**src/rtl/galaksija_pkg.sv**
```systemverilog
// Boot sequencer shared types: state codes and counter width.
// Imported by the sequencer top and its debounce sub-module.
package galaksija_pkg;

  localparam int C_cnt_w = 26;

  typedef enum logic [2:0] {
    ST_WAIT_LOCK = 3'd0,
    ST_SETTLE    = 3'd1,
    ST_HOLD      = 3'd2,
    ST_RUN       = 3'd3,
    ST_BTN       = 3'd4,
    ST_LOADER    = 3'd5
  } boot_state_t;

endpackage

```
**src/rtl/galaksija_boot_seq_if.sv**
```systemverilog
// Sequencer outputs towards core, video path, ESP32 strap and LEDs.
// master: sequencer drives; slave: consumers read.
interface galaksija_boot_seq_if;
  logic       sys_reset_n;
  logic       video_en;
  logic       wifi_gpio0;
  logic       btn_pressed;
  logic [2:0] state_o;

  modport master (
    output sys_reset_n, video_en, wifi_gpio0,
    output btn_pressed, state_o
  );

  modport slave (
    input sys_reset_n, video_en, wifi_gpio0,
    input btn_pressed, state_o
  );
endinterface

```
**src/rtl/galaksija_boot_seq_btn_debounce.sv**
```systemverilog
// btn_n synchronizer plus debouncer; btn_pressed is active-high.
// Ports: clk, reset_n (sync, active-low), btn_n (async), btn_pressed.
module btn_debounce
  import galaksija_pkg::*;
#(
  parameter int C_sync_stages = 2,
  parameter int C_debounce    = 250000
) (
  input  logic clk,
  input  logic reset_n,
  input  logic btn_n,
  output logic btn_pressed
);

  localparam int W = $clog2(C_debounce + 1);
  localparam logic [W-1:0] LIM = W'(C_debounce - 1);

  logic [C_sync_stages-1:0] sync;
  logic [W-1:0]             cnt;
  logic                     lvl;

  assign lvl = ~sync[C_sync_stages-1];

  // cnt counts consecutive cycles where the input disagrees
  // with the accepted level; any agreement restarts it.
  always_ff @(posedge clk) begin
    if (!reset_n) begin
      sync        <= '1;
      cnt         <= '0;
      btn_pressed <= 1'b0;
    end else begin
      sync <= {sync[C_sync_stages-2:0], btn_n};
      if (lvl == btn_pressed) begin
        cnt <= '0;
      end else if (cnt == LIM) begin
        btn_pressed <= lvl;
        cnt         <= '0;
      end else begin
        cnt <= cnt + 1'b1;
      end
    end
  end

endmodule

```
**src/rtl/galaksija_boot_seq.sv**
```systemverilog
// Boot/reset sequencer: PLL lock settle, core reset hold, loader strap.
// Ports: clk, reset_n (sync), locked, btn_n (async), boot (outputs).
module galaksija_boot_seq
  import galaksija_pkg::*;
#(
  parameter int C_sync_stages = 2,
  parameter int C_lock_settle = 1024,
  parameter int C_reset_hold  = 256,
  parameter int C_debounce    = 250000,
  parameter int C_long_press  = 50000000
) (
  input  logic clk,
  input  logic reset_n,
  input  logic locked,
  input  logic btn_n,
  galaksija_boot_seq_if.master boot
);

  localparam logic [C_cnt_w-1:0] LIM_SETTLE =
    C_cnt_w'(C_lock_settle - 1);
  localparam logic [C_cnt_w-1:0] LIM_HOLD =
    C_cnt_w'(C_reset_hold - 1);
  localparam logic [C_cnt_w-1:0] LIM_LONG =
    C_cnt_w'(C_long_press - 1);

  logic [C_sync_stages-1:0] lock_sync;
  logic                     lock_s;
  boot_state_t              state;
  boot_state_t              state_nxt;
  logic [C_cnt_w-1:0]       cnt;
  logic                     btn_pressed;
  logic                     btn_prev;

  btn_debounce #(
    .C_sync_stages (C_sync_stages),
    .C_debounce    (C_debounce)
  ) u_dbn (
    .clk         (clk),
    .reset_n     (reset_n),
    .btn_n       (btn_n),
    .btn_pressed (btn_pressed)
  );

  assign lock_s = lock_sync[C_sync_stages-1];

  // Counter restarts on every state change and sticks at all-ones.
  always_ff @(posedge clk) begin
    if (!reset_n) begin
      lock_sync <= '0;
      state     <= ST_WAIT_LOCK;
      cnt       <= '0;
      btn_prev  <= 1'b0;
    end else begin
      lock_sync <= {lock_sync[C_sync_stages-2:0], locked};
      state     <= state_nxt;
      btn_prev  <= btn_pressed;
      if (state_nxt != state) begin
        cnt <= '0;
      end else if (cnt != '1) begin
        cnt <= cnt + 1'b1;
      end
    end
  end

  always_comb begin
    state_nxt = state;
    unique case (state)
      ST_WAIT_LOCK: if (lock_s) state_nxt = ST_SETTLE;
      ST_SETTLE:
        if (cnt == LIM_SETTLE) state_nxt = ST_HOLD;
      ST_HOLD:
        if (cnt == LIM_HOLD) state_nxt = ST_RUN;
      ST_RUN:
        if (btn_pressed && !btn_prev) state_nxt = ST_BTN;
      // A debounced release wins over reaching the long-press limit.
      ST_BTN: begin
        if (!btn_pressed) begin
          state_nxt = ST_HOLD;
        end else if (cnt == LIM_LONG) begin
          state_nxt = ST_LOADER;
        end
      end
      ST_LOADER:
        if (!btn_pressed) state_nxt = ST_HOLD;
      default: state_nxt = ST_WAIT_LOCK;
    endcase
    // Lock loss overrides every other transition.
    if (!lock_s && state != ST_WAIT_LOCK) begin
      state_nxt = ST_WAIT_LOCK;
    end
  end

  always_comb begin
    boot.sys_reset_n = 1'b0;
    boot.video_en    = 1'b0;
    boot.wifi_gpio0  = 1'b1;
    unique case (1'b1)
      (state == ST_RUN): begin
        boot.sys_reset_n = 1'b1;
        boot.video_en    = 1'b1;
      end
      (state == ST_HOLD),
      (state == ST_BTN): boot.video_en = 1'b1;
      (state == ST_LOADER): begin
        boot.video_en   = 1'b1;
        boot.wifi_gpio0 = 1'b0;
      end
      default: ;
    endcase
  end

  assign boot.btn_pressed = btn_pressed;
  assign boot.state_o     = state;

endmodule

```
**src/flat_wrapper.sv**
```systemverilog
// flat-port wrapper written by rule: the top's interface ports become plain ports
module galaksija_boot_seq_flat import galaksija_pkg::*;
#(
  parameter int C_sync_stages = 2,
  parameter int C_lock_settle = 1024,
  parameter int C_reset_hold  = 256,
  parameter int C_debounce    = 250000,
  parameter int C_long_press  = 50000000
)
  (clk, reset_n, locked, btn_n, boot_sys_reset_n, boot_video_en, boot_wifi_gpio0, boot_btn_pressed, boot_state_o);
  galaksija_boot_seq_if boot_i ();
  input  logic clk;
  input  logic reset_n;
  input  logic locked;
  input  logic btn_n;
  output wire logic [$bits(boot_i.sys_reset_n)-1:0] boot_sys_reset_n;
  output wire logic [$bits(boot_i.video_en)-1:0] boot_video_en;
  output wire logic [$bits(boot_i.wifi_gpio0)-1:0] boot_wifi_gpio0;
  output wire logic [$bits(boot_i.btn_pressed)-1:0] boot_btn_pressed;
  output wire logic [$bits(boot_i.state_o)-1:0] boot_state_o;
  assign boot_sys_reset_n = boot_i.sys_reset_n;
  assign boot_video_en = boot_i.video_en;
  assign boot_wifi_gpio0 = boot_i.wifi_gpio0;
  assign boot_btn_pressed = boot_i.btn_pressed;
  assign boot_state_o = boot_i.state_o;
  galaksija_boot_seq #(.C_sync_stages(C_sync_stages), .C_lock_settle(C_lock_settle), .C_reset_hold(C_reset_hold), .C_debounce(C_debounce), .C_long_press(C_long_press)) u_core (.clk(clk), .reset_n(reset_n), .locked(locked), .btn_n(btn_n), .boot(boot_i));
endmodule
```
**config.mk**
```make
export PLATFORM = sky130hd
export DESIGN_NAME = galaksija_boot_seq_flat
export DESIGN_NICKNAME = d
export VERILOG_FILES = /design/src/rtl/galaksija_pkg.sv /design/src/rtl/galaksija_boot_seq_if.sv /design/src/rtl/galaksija_boot_seq_btn_debounce.sv /design/src/rtl/galaksija_boot_seq.sv /design/src/flat_wrapper.sv
export SDC_FILE = /design/constraint.sdc
export NUM_CORES = 1
export LEC_CHECK = 0
export BUFFER_PORTS_ARGS = -buffer_cell sky130_fd_sc_hd__buf_4
export CAP_MARGIN = 15
export CORE_MARGIN = 2
export CORE_UTILIZATION = 30
export DETAILED_ROUTE_END_ITERATION = 10
export GPL_ROUTABILITY_DRIVEN = 0
export PLACE_DENSITY = 0.54
export SETUP_SLACK_MARGIN = 0.2
export SYNTH_ARGS = -nofsm -noshare
export SYNTH_HDL_FRONTEND = slang
export SYNTH_SLANG_ARGS = --single-unit
```
**constraint.sdc**
```tcl
create_clock -name clk -period 1.7 [get_ports clk]
set_input_delay 0.085 -clock clk [delete_from_list [all_inputs] [get_ports clk]]
set_output_delay 0.085 -clock clk [all_outputs]
set_load 0.02 [all_outputs]
```
==> impl_metrics.tcl <==
set metrics [dict create \
    critPathArrivalTime_ps 1920 \
    period_needed_ps 1710 \
    drive_above_1_share 0.429 \
    port_buffers 10 \
    timing.rr.start "u_core.boot.state_o[2]$_SDFF_PN0_" \
    area_growth_pct 39.8 \
    io_pins 11 \
    yosysWarnings 0 \
    path_max_fanout 11 \
    holdPathStages 2 \
    core_area_mm2 0.00906 \
    final_net_count 394 \
    clock_path_buffers 2 \
    ys_ff_latch 53 \
    status "complete, but fails checks" \
    die_y_um 99.9 \
    firstDrtPassIters 4 \
    vias 2524 \
    crit_type "reg2reg" \
    synth_nets 327 \
    cts.sinks 53 \
    cts-root-buf "clkbuf_8" \
    htreeDepth 2 \
    clock_latency_ps 320 \
    hp-start "reset_n" \
    numCtsBuffers 5 \
    rows 35 \
    max-cap-violations 0 \
    yosysSeqAreaShare 0.384 \
    synth_edf_count 0 \
    ir_worst_vdd_v 0.000337 \
    cts_tree "done" \
    post-route-drc-count 0 \
    viasPerCell 5.05 \
    maxSlewHeadroom 0.611 \
    syn_area_mm2 0.00276 \
    start_util 0.304 \
    start_kind "flop" \
    die_area_mm2 0.00998 \
    r2r-end "u_core.cnt[3]$_SDFFE_PP0P_" \
    fmaxAchievable_mhz 584 \
    drtAntennaViolNets 0 \
    ys_types 56 \
    synth_flop_cell "dfxtp_1" \
    violations "setup timing" \
    layout_setup_ws_ps -12.8 \
    rsz0062_at_grt "yes" \
    tightest_slew_ps 581 \
    power_density_mw_per_mm2 567 \
    avgSynthCellArea_um2 8.60 \
    setup_viol 13 \
    diodes 0 \
    r2r_cells 6 \
    grt_antenna_before_repair 0 \
    async_flop_share 0 \
    globalRouteTotalUtil 0.136 \
    dieWidth_um 99.9 \
    setup.worst_path.end_class "flop" \
    leakagePower_nw 1.45 \
    synthesis.instances 321 \
    grt_pass1_wl_um 11000 \
    grt_max_degree 20 \
    dr.first_iter.drc_count 45 \
    route.detailed.wl_per_inst_um 13.9 \
    dp_slack_ps -98.5 \
    slew_violations 0 \
    gr-total-overflow 0 \
    hold_violations 0 \
    period_share 1.01 \
    clkTransAtPathRegs_ps 120 \
    dp_hpwl_um 4740 \
    r2r_setup_slack_ps -10 \
    fin_setup_tns_ps -69.8 \
    hold_class "in2reg" \
    required_ps 1900 \
    nFillCells 894 \
    finClkSkew_ps 15.3 \
    grt_pass1_vias 2385 \
    routed_wl_um 6950 \
    hold_end "u_core.u_dbn.sync[0]$_SDFF_PN1_" \
]
[flip-flops by register name (all words and copies together) (netlist names)]
register / cells
u_core.u_dbn.btn_pressed: 1
u_core.lock_sync: 2
u_core.btn_prev: 1
u_core.u_dbn.sync: 2
u_core.u_dbn.cnt: 18
u_core.cnt: 26
u_core.boot.state_o: 3
[metal layers]
| layer | routed length [um] | GRT usage | vias to the layer above |
|---|---|---|---|
| li1 | - | - | 1297 |
| met1 | 3270 | 0.170 | 1193 |
| met2 | 3380 | 0.230 | 23 |
| met3 | 149 | 0.0265 | 11 |
| met4 | 157 | 0.0580 | 0 |
| met5 | 0 | 0 | - |
[final cells by class]
type	instances	area, um2	share of cell area
multi-input cells	250	1910	0.496
well taps	111	139	0.0360
clock inverters	3	28.8	0.00746
clock buffers	5	68.8	0.0178
inverters	5	18.8	0.00486
flip-flops and latches	53	1110	0.287
repair buffers	73	586	0.152
[power breakdown]
| group | internal (mW) | switching [mW] | total (mW) |
|---|---|---|---|
| logic | 0.0682 | 0.0690 | 0.137 |
| registers | 1.25 | 0.0146 | 1.26 |
| clock network | 0.310 | 0.479 | 0.788 |
[metrics by stage]
stage	instance area, um2	cells	util	hold WS, ps	total power [mW]
6_report	3860	500	0.426	53.6	2.19
3_5_place_dp	3310	473	0.365	275	1.41
3_3_place_gp	3310	473	0.365	270	1.41
5_1_grt	3860	500	0.426	61.3	2.28
2_1_floorplan	2850	321	-	186	1.36
4_1_cts	3660	495	0.404	25.2	2.21
[cell usage in the layout, fill, tap and decap left out, types with 2 or more instances in the layout]
cell type and instances:
buf_4 67, nor2_1 37, dfxtp_1 27, xnor2_1 21, dfxtp_2 21, nand2_1 15, nand4_1 14, nand3_1 14
nor2_2 12, xor2_1 9, a21oi_1 9, a31oi_1 9, o21ai_0 8, or3_1 7, nand2b_1 6, and3_1 6
and2_1 5, inv_1 5, nor4_4 5, nand3_2 5, a211oi_2 5, clkbuf_8 5, dfxtp_4 5, nand3b_4 4
nor3_2 4, and4_1 4, nor3_1 4, nand2_2 3, nor4b_4 2, nor4_2 2, a41oi_1 2, o21ai_1 2
nand4b_1 2, o211ai_1 2, and3_4 2, nor3_4 2, ha_4 2, dlygate4sd3_1 2, buf_6 2, buf_12 2
[Yosys cell counts, types with 2 or more instances]
library cell / instances / area [um2]
xor2_1: 9 / 78.8
o21ai_0: 10 / 50.1
clkbuf_1: 2 / 7.51
nor3_2: 2 / 20.0
nor2b_1: 2 / 12.5
xnor2_1: 22 / 193
and2_1: 5 / 31.3
or3_1: 8 / 50.1
o211ai_1: 2 / 15.0
a41oi_1: 2 / 17.5
nand2b_1: 6 / 37.5
and3_1: 7 / 43.8
buf_4: 3 / 22.5
a211oi_2: 3 / 37.5
nor4_1: 7 / 43.8
inv_1: 5 / 18.8
a21oi_1: 9 / 45.0
nor3_1: 7 / 35.0
and4_1: 4 / 35.0
ha_1: 2 / 25.0
nand4_1: 14 / 87.6
a211oi_1: 3 / 22.5
nand2_1: 18 / 67.6
dfxtp_1: 53 / 1060
nand3_1: 20 / 100
buf_2: 5 / 25.0
nand4b_1: 2 / 17.5
buf_6: 5 / 56.3
nor2_1: 49 / 184
a31oi_1: 9 / 56.3
[cells by family (layout without fill, tap and decap cells)]
logic type                 count (synthesis)  after routing  share of synthesized area
DFF                                       53             53                      0.384
adders and majority gates                  2              2                    0.00906
xor gates and xnor gates                  31             31                     0.0984
and+or+nand+nor                          167            170                      0.342
AOI/OAI and AO/OA                         47             47                      0.117
buffers and inverters                     21             86                     0.0490
[critical path, cell delays in order, from the launching register on]
cell and delay [ps]:
dfxtp_4 390, nor3b_4 220, nand4_1 150, a2111oi_2 420
a211o_2 220, buf_12 150, nor2_1 50
[repair_timing]
| action | 4_1_cts | 5_1_grt |
|---|---|---|
| setup buffers | 10 | 4 |
| setup endpoints to repair | 47 | 49 |
| gates cloned | 2 | 1 |
| pin swaps | 5 | 14 |
| resized for setup | 34 | 42 |
| hold buffers | 2 | 0 |
| endpoints found under the hold margin | 2 | 0 |
[worst max-delay path by stage]
stage / from / end / slack (ps) / cells after the start
CTS: u_core.boot.state_o[2]$_SDFF_PN0_ / u_core.cnt[22]$_SDFFE_PP0P_ / -2 / 6
global placement: u_core.cnt[7]$_SDFFE_PP0P_ / u_core.cnt[19]$_SDFFE_PP0P_ / -40 / 5
global route: u_core.cnt[1]$_SDFFE_PP0P_ / u_core.cnt[7]$_SDFFE_PP0P_ / -80 / 7
floorplan: u_core.boot.state_o[1]$_SDFF_PN0_ / u_core.cnt[0]$_SDFFE_PP0P_ / 50 / 7
finish: u_core.boot.state_o[2]$_SDFF_PN0_ / u_core.cnt[3]$_SDFFE_PP0P_ / -10 / 6
detailed placement: u_core.cnt[7]$_SDFFE_PP0P_ / u_core.cnt[19]$_SDFFE_PP0P_ / -100 / 5
No activity file was read; power rests on OpenSTA's default activity.
